**src/rtl/ir_pkg.sv**
```systemverilog
// Shared types and timing windows for the NEC IR receiver.
// Windows are in quarter-unit (q) ticks, inclusive.
package ir_pkg;

    typedef enum logic [2:0] {
        S_IDLE,
        S_LEAD_MARK,
        S_LEAD_SPACE,
        S_BIT_MARK,
        S_BIT_SPACE,
        S_STOP_MARK,
        S_REP_STOP
    } ir_state_t;

    localparam logic [7:0] LEAD_MARK_MIN   = 8'd48;
    localparam logic [7:0] LEAD_MARK_MAX   = 8'd80;
    localparam logic [7:0] FRAME_SPACE_MIN = 8'd24;
    localparam logic [7:0] FRAME_SPACE_MAX = 8'd40;
    localparam logic [7:0] REP_SPACE_MIN   = 8'd12;
    localparam logic [7:0] REP_SPACE_MAX   = 8'd20;
    localparam logic [7:0] BIT_MIN         = 8'd2;
    localparam logic [7:0] BIT_MAX         = 8'd6;
    localparam logic [7:0] ONE_MIN         = 8'd9;
    localparam logic [7:0] ONE_MAX         = 8'd15;
    localparam logic [7:0] DUR_SAT         = 8'd255;

    function automatic logic in_win(
        input logic [7:0] d,
        input logic [7:0] lo,
        input logic [7:0] hi
    );
        return (d >= lo) && (d <= hi);
    endfunction

endpackage

```
**src/rtl/ir_pulse_timer.sv**
```systemverilog
// Synchroniser, edge detect and quarter-unit duration counter.
// rise/fall are registered; dur carries the pre-clear count alongside them.
module ir_pulse_timer
#(
    parameter int UNIT_CYCLES = 28125,
    parameter int SYNC_STAGES = 2,
    parameter int ACTIVE_LOW  = 1
) (
    input  logic       i_clk,
    input  logic       i_reset,
    input  logic       i_ir_signal,
    output logic       o_mark,
    output logic       o_rise,
    output logic       o_fall,
    output logic [7:0] o_dur
);
    import ir_pkg::*;

    localparam int   PRE      = UNIT_CYCLES / 4;
    localparam int   PW       = (PRE > 1) ? $clog2(PRE) : 1;
    localparam logic IDLE_LVL = (ACTIVE_LOW != 0) ? 1'b1 : 1'b0;

    logic [SYNC_STAGES-1:0] sync_q, sync_d;
    logic                   mark_q, mark_d;
    logic                   rise_q, rise_d;
    logic                   fall_q, fall_d;
    logic [PW-1:0]          pre_q, pre_d;
    logic [7:0]             dur_q, dur_d;
    logic [7:0]             dout_q, dout_d;
    logic                   edge_w;
    logic                   tick;

    always_comb begin
        sync_d = {sync_q[SYNC_STAGES-2:0], i_ir_signal};
        mark_d = sync_q[SYNC_STAGES-1] ^ IDLE_LVL;
        edge_w = mark_d ^ mark_q;
        rise_d = mark_d & ~mark_q;
        fall_d = ~mark_d & mark_q;
        tick   = (pre_q == PW'(PRE - 1));
        dout_d = dur_q;
        // The edge cycle itself counts as the first cycle of the new interval.
        if (edge_w) begin
            pre_d = PW'(1);
            dur_d = '0;
        end else begin
            pre_d = tick ? '0 : pre_q + PW'(1);
            dur_d = (tick && dur_q != DUR_SAT) ? dur_q + 8'd1 : dur_q;
        end
    end

    always_ff @(posedge i_clk or posedge i_reset) begin
        if (i_reset) begin
            sync_q <= {SYNC_STAGES{IDLE_LVL}};
            mark_q <= 1'b0;
            rise_q <= 1'b0;
            fall_q <= 1'b0;
            pre_q  <= '0;
            dur_q  <= '0;
            dout_q <= '0;
        end else begin
            sync_q <= sync_d;
            mark_q <= mark_d;
            rise_q <= rise_d;
            fall_q <= fall_d;
            pre_q  <= pre_d;
            dur_q  <= dur_d;
            dout_q <= dout_d;
        end
    end

    assign o_mark = mark_q;
    assign o_rise = rise_q;
    assign o_fall = fall_q;
    assign o_dur  = dout_q;

endmodule

```
**src/rtl/ir_nec_receiver.sv**
```systemverilog
// NEC IR frame/repeat decoder: FSM, LSB-first shifter and checksum.
// All logic runs on i_clk; the IR line only enters through the timer.
module ir_nec_receiver
#(
    parameter int UNIT_CYCLES   = 28125,
    parameter int SIGNAL_WIDTH  = 32,
    parameter int SYNC_STAGES   = 2,
    parameter int ACTIVE_LOW    = 1,
    parameter int CHECK_INVERSE = 1
) (
    input  logic                    i_clk,
    input  logic                    i_reset,
    input  logic                    i_ir_signal,
    output logic [SIGNAL_WIDTH-1:0] o_code,
    output logic                    o_valid,
    output logic                    o_repeat,
    output logic                    o_error,
    output logic                    o_checksum_valid,
    output logic                    o_busy
);
    import ir_pkg::*;

    localparam logic CSUM_EN = (CHECK_INVERSE != 0) && (SIGNAL_WIDTH == 32);
    localparam int   CW      = $clog2(SIGNAL_WIDTH + 1);

    logic       mark, rise, fall;
    logic [7:0] dur;

    ir_pulse_timer #(
        .UNIT_CYCLES (UNIT_CYCLES),
        .SYNC_STAGES (SYNC_STAGES),
        .ACTIVE_LOW  (ACTIVE_LOW)
    ) u_timer (
        .i_clk       (i_clk),
        .i_reset     (i_reset),
        .i_ir_signal (i_ir_signal),
        .o_mark      (mark),
        .o_rise      (rise),
        .o_fall      (fall),
        .o_dur       (dur)
    );

    ir_state_t               state_q, state_d;
    logic [CW-1:0]           cnt_q, cnt_d;
    logic [SIGNAL_WIDTH-1:0] shift_q, shift_d;
    logic [SIGNAL_WIDTH-1:0] code_q, code_d;
    logic                    csum_q, csum_d;
    logic                    have_q, have_d;
    logic                    valid_q, valid_d;
    logic                    rep_q, rep_d;
    logic                    err_q, err_d;
    logic                    busy_q, busy_d;
    logic                    bad;
    logic                    is_zero, is_one, is_bit;
    logic [31:0]             sh32;
    logic                    csum_ok;

    assign is_zero = in_win(dur, BIT_MIN, BIT_MAX);
    assign is_one  = in_win(dur, ONE_MIN, ONE_MAX);
    assign is_bit  = is_zero;
    assign sh32    = 32'(shift_q);
    assign csum_ok = CSUM_EN ? ((sh32[15:8] == ~sh32[7:0]) &&
                                (sh32[31:24] == ~sh32[23:16])) : 1'b1;

    always_comb begin
        state_d = state_q;
        cnt_d   = cnt_q;
        shift_d = shift_q;
        code_d  = code_q;
        csum_d  = csum_q;
        have_d  = have_q;
        valid_d = 1'b0;
        rep_d   = 1'b0;
        err_d   = 1'b0;
        bad     = 1'b0;
        if (state_q != S_IDLE && dur == DUR_SAT) begin
            bad = 1'b1;
        end else begin
            unique case (state_q)
                S_IDLE: begin
                    if (rise && mark) state_d = S_LEAD_MARK;
                end
                S_LEAD_MARK: begin
                    if (fall) begin
                        if (in_win(dur, LEAD_MARK_MIN, LEAD_MARK_MAX))
                            state_d = S_LEAD_SPACE;
                        else
                            bad = 1'b1;
                    end
                end
                S_LEAD_SPACE: begin
                    if (rise) begin
                        if (in_win(dur, FRAME_SPACE_MIN, FRAME_SPACE_MAX)) begin
                            state_d = S_BIT_MARK;
                            cnt_d   = '0;
                        end else if (in_win(dur, REP_SPACE_MIN, REP_SPACE_MAX)) begin
                            state_d = S_REP_STOP;
                        end else begin
                            bad = 1'b1;
                        end
                    end
                end
                S_BIT_MARK: begin
                    if (fall) begin
                        if (is_bit) state_d = S_BIT_SPACE;
                        else        bad = 1'b1;
                    end
                end
                S_BIT_SPACE: begin
                    if (rise) begin
                        if (is_zero || is_one) begin
                            shift_d = {is_one, shift_q[SIGNAL_WIDTH-1:1]};
                            cnt_d   = cnt_q + CW'(1);
                            state_d = (cnt_d == CW'(SIGNAL_WIDTH)) ?
                                      S_STOP_MARK : S_BIT_MARK;
                        end else begin
                            bad = 1'b1;
                        end
                    end
                end
                S_STOP_MARK: begin
                    if (fall) begin
                        if (is_bit) begin
                            code_d  = shift_q;
                            csum_d  = csum_ok;
                            have_d  = 1'b1;
                            valid_d = 1'b1;
                            state_d = S_IDLE;
                        end else begin
                            bad = 1'b1;
                        end
                    end
                end
                S_REP_STOP: begin
                    if (fall) begin
                        if (is_bit) begin
                            // A repeat with nothing to repeat is malformed.
                            rep_d   = have_q;
                            err_d   = ~have_q;
                            state_d = S_IDLE;
                        end else begin
                            bad = 1'b1;
                        end
                    end
                end
                default: state_d = S_IDLE;
            endcase
        end
        if (bad) begin
            err_d   = 1'b1;
            state_d = S_IDLE;
        end
        busy_d = (state_d != S_IDLE);
    end

    always_ff @(posedge i_clk or posedge i_reset) begin
        if (i_reset) begin
            state_q <= S_IDLE;
            cnt_q   <= '0;
            shift_q <= '0;
            code_q  <= '0;
            csum_q  <= ~CSUM_EN;
            have_q  <= 1'b0;
            valid_q <= 1'b0;
            rep_q   <= 1'b0;
            err_q   <= 1'b0;
            busy_q  <= 1'b0;
        end else begin
            state_q <= state_d;
            cnt_q   <= cnt_d;
            shift_q <= shift_d;
            code_q  <= code_d;
            csum_q  <= csum_d;
            have_q  <= have_d;
            valid_q <= valid_d;
            rep_q   <= rep_d;
            err_q   <= err_d;
            busy_q  <= busy_d;
        end
    end

    assign o_code           = code_q;
    assign o_valid          = valid_q;
    assign o_repeat         = rep_q;
    assign o_error          = err_q;
    assign o_checksum_valid = csum_q;
    assign o_busy           = busy_q;

endmodule

```
**config.mk**
```make
export PLATFORM = sky130hd
export DESIGN_NAME = ir_nec_receiver
export DESIGN_NICKNAME = d
export VERILOG_FILES = /design/src/rtl/ir_pkg.sv /design/src/rtl/ir_pulse_timer.sv /design/src/rtl/ir_nec_receiver.sv
export SDC_FILE = /design/constraint.sdc
export NUM_CORES = 1
export LEC_CHECK = 0
export ABC_CLOCK_PERIOD_IN_PS = 8570
export BUFFER_PORTS_ARGS = -buffer_cell sky130_fd_sc_hd__buf_4
export CAP_MARGIN = 20
export CORE_ASPECT_RATIO = 1.25
export CORE_MARGIN = 1
export CORE_UTILIZATION = 64
export CTS_CLUSTER_SIZE = 24
export DETAILED_ROUTE_END_ITERATION = 6
export GPL_ROUTABILITY_DRIVEN = 1
export PLACE_DENSITY = 0.83
export SLEW_MARGIN = 15
export SYNTH_ARGS = -nofsm -noshare
export SYNTH_HDL_FRONTEND = slang
export SYNTH_SLANG_ARGS = --single-unit
```
**constraint.sdc**
```tcl
create_clock -name i_clk -period 8.57 [get_ports i_clk]
set_clock_uncertainty 0.15 [all_clocks]
set_input_delay 0.857 -clock i_clk [delete_from_list [all_inputs] [get_ports i_clk]]
set_output_delay 0.857 -clock i_clk [all_outputs]
set_load 0.01 [all_outputs]
```
==> results.md <==
* Run status: complete, no violations
* Combined global-route utilization of all metal layers at 26.8%
* Port bufs at 39
* Endpoint kind of the worst setup timing path: register
* Resize count post-CTS at 0
* Pin count of the biggest net entering global routing at 83
* DR vias at 3,647
* Drt first pass iters at 4
* RSZ-0062 raised after global routing: no
* Total wire length after detailed routing at 10,200 um
* Number of synthesized register bits at 113
* Setup fix buffers added after clock tree synthesis at 0
* Mapped cell area at 5170 sq um
* Worst-skew pair later-pin latency at 0.51 ns
* Clock slew at the register clock pins of the worst setup and hold paths at 0.05 ns
* Switching power as a share of total power at 22.4%
* Core ar. at 7840 sq um
* Relative contribution of sequential cells to total power at 45.0%
* Layout overhead on the synthesized area at 17.2%
* Fraction of synthesis flops using an asynchronous set or reset pin at 100%
* Count of flip-flops with a built-in enable after synthesis at 0
* Maximum buffer depth of the clock tree at 2
* Worst-case register-to-register setup slack at 5.45 ns
* Total Negative Setup Slacks at 0 ns
* Top cells by area in the synthesized netlist: dfrtp_1 (54%), nand2_1 (8.3%), mux2_4 (7.8%)
* Critical path's slowest cell: or3_2
* H-tree depth at 4
* Internal Pwr Total at 0.000987 W
* Average via count per standard cell at 5.82
* Die height at 103 um
* First-pass GRT wire length at 16,700 um
* Count of endpoints failing setup in the final report at 0
* Static Leak at 3.06 nW
* # fillers at 483
* Slew margin rel. at 31.7%
* Share of cells above drive strength 1 at 20.7%
* Startpoint-to-endpoint class of the critical path: register to register
* Number of antenna cells inserted at 0
* Antenna violations before repair at 0
* Detail Route Antenna Nets at 0
* Nets at 531
* Violation count after the first detailed-routing iteration at 234
* Most used standard cell by instance count after synthesis: nand2_1
* Post-synth top area cell: dfrtp_1
* Final number of max-transition violations at 0
* Ratio of final minimum period to clock period at 36.4%
* TritonCTS buffer count at 17
* Commonest cells post-synth: nand2_1 (114), dfrtp_1 (111), mux2_4 (27)
* Type of origin of the critical path: register
* Std-Cell Rows at 36
* Total net switching power at 0.000285 W
* Half-perimeter wire length after detailed placement at 6570 um
* Share of power burned in the clock network at 49.3%
* Count of cells along the worst register-to-register path at 5
* Series of cell instances along the critical path: or4_4 > nor4_4 > nand2_1 > or3_2 > mux2_4
* Sequential area share after synthesis at 54.7%
* Most frequently used flop master after synthesis: dfrtp_1
* Initial cell density of the core at 66.0%
* Buffering stage count on the worst path with inverters included at 0
* Worst-Margin Slew at 1.02 ns
* Worst path arrival time at 3.36 ns
* Fmax at 0.320 GHz
* Largest fanout on the critical path at 35
* Worst hold-check path type: input port to async pin
* Final core utilization at 77.4%
* Average detailed-routed wire length per instance at 16.2 um
* Stage delay of the slowest cell on the critical path at 0.87 ns
* Capture instance of the worst register-to-register path: o_code[19]$_DFFE_PP0P_
* Clock Sinks at 113
* Number of global-route vias before repair at 3,559
* Count of yosys warnings during synthesis at 0
* Number of remaining DRC errors at 0
* Clock tree from TritonCTS: done
* Synthesized instance count at 481
* Global route overflow at 0
* Hold slack at 0.187 ns
* Launch instance of the worst register-to-register path: u_timer.o_dur[6]$_DFF_PP0_
* Crit-path leading delay family: simple AND/OR/NAND/NOR gates
* Power density cells at 210 nW/um^2
* Yosys cell types at 52
* Per-instance average area after synthesis at 10.8 sq um
* Global placer's final weighted congestion at 0.962
* Placed insts at 596
* I/O pin total at 40
* Data required time at the worst endpoint at 8.81 ns
* Count of hold-fix buffers inserted at cts at 0
* Width of the chip at 82.4 um
* Post-route non-filler standard cell count at 627
* CTS Root Cell: clkbuf_8
* Hold violation total from the final report at 0
* Worst vdd rail ir drop at 273 uV
* Share of power burned in combinational logic at 5.7%
* Final period demand of the worst path at 3.12 ns
* Area fraction of the dominant cell type after synthesis at 53.7%
* Post-synth net total at 490
* Die Outline Area at 8450 sq um
* Max_cap viols at 0
* Critical path depth in cells at 5
[through the flow]
stage | power, W | area, sq um | setup WS (ns)
floorplan | 0.000630 | 5170 | 4.58
global placement | 0.000648 | 5490 | 5.54
detailed placement | 0.000652 | 5490 | 5.38
CTS | 0.00128 | 6020 | 5.36
global route | 0.00132 | 6060 | 5.31
finish | 0.00127 | 6060 | 5.45
[layout by cell type, fill, tap and decap left out, types with 2 or more instances in the layout]
master,netlist,routed
buf_4,1,41
clkbuf_8,0,5
nor4_1,7,7
nor3b_1,3,3
a22o_1,2,2
mux2_4,27,27
or3_1,4,3
clkinv_2,0,4
xor2_1,11,11
mux2i_1,2,2
clkbuf_16,0,16
o21ai_1,2,2
or4_1,2,2
nand4b_1,2,2
nor2_1,20,20
nand2b_1,4,4
and3_1,9,9
o21ai_0,19,19
a21oi_1,4,4
nand2_1,114,114
ha_1,6,6
and3b_1,2,2
dfrtp_1,111,111
nor3_1,11,11
dfstp_2,2,2
clkbuf_1,12,2
xnor2_1,23,23
nand3_1,15,15
o31ai_1,3,3
inv_1,12,11
nor2b_1,3,3
mux2_2,5,5
and2_1,6,6
or4_4,2,2
a31oi_1,3,3
nand4_1,7,7
[per-layer routing]
metal / up-vias / track usage [%] / wire length, um
li1: 1726 / - / -
met1: 1777 / 31.7 / 4260
met2: 115 / 44.3 / 5250
met3: 29 / 10.1 / 473
met4: 0 / 9.99 / 193
met5: - / 0 / 0
[cell type report]
cell class | count | area, sq um | share of cell area, %
Clock buffer | 23 | 477 | 7.86
Multi-Input combinational cell | 335 | 2180 | 36.0
Tap cell | 95 | 119 | 1.96
Timing Repair Buffer | 43 | 350 | 5.78
Sequential cell | 113 | 2830 | 46.7
Inverter | 12 | 47.5 | 0.784
Clock inverter | 6 | 57.6 | 0.949
[cell families (layout without fill, tap and decap cells)]
group / Yosys count / count (layout) / share of synthesized area [%]
AND/OR/NAND/NOR: 217 / 217 / 20.2
flip-flops: 113 / 113 / 54.7
AO/OA/AOI/OAI: 44 / 44 / 5.44
XOR/XNOR: 34 / 34 / 5.75
multiplexers: 34 / 34 / 9.31
buffers and inverters: 33 / 84 / 3.14
adder cells (fa/ha/maj): 6 / 6 / 1.45
[flip-flops by register name, summed over array words and instances, names as in the netlist, 2 cells and up]
| name | count |
|---|---|
| cnt_q | 6 |
| state_q | 3 |
| o_code | 32 |
| u_timer.o_dur | 8 |
| u_timer.dout_d | 8 |
| u_timer.sync_q | 2 |
| sh32 | 32 |
| u_timer.pre_q | 13 |
[worst register-to-register path: stages (launching register included)]
cell     delay, ns
dfrtp_1       0.47
or4_4         0.62
nor4_4        0.27
nand2_1       0.13
or3_2         0.87
mux2_4        0.49
[power by group through the flow]
stage          Sequential, W  Combinational, W  Clock [W]
6_report            0.000572         0.0000725   0.000627
5_1_grt             0.000574         0.0000824   0.000663
4_1_cts             0.000571         0.0000716   0.000635
3_5_place_dp        0.000580         0.0000714          0
3_3_place_gp        0.000579         0.0000684          0
2_1_floorplan       0.000572         0.0000574          0
[worst max path at each step]
stage	start	to
floorplan	i_reset	cnt_q[0]$_DFFE_PP0P_
global placement	u_timer.o_dur[6]$_DFF_PP0_	o_busy$_DFF_PP0_
detailed placement	u_timer.o_dur[6]$_DFF_PP0_	state_q[0]$_DFF_PP0_
CTS	u_timer.o_dur[6]$_DFF_PP0_	o_busy$_DFF_PP0_
global route	u_timer.o_dur[6]$_DFF_PP0_	o_code[18]$_DFFE_PP0P_
finish	u_timer.o_dur[6]$_DFF_PP0_	o_code[19]$_DFFE_PP0P_
Power figures use the tool's default switching activity.
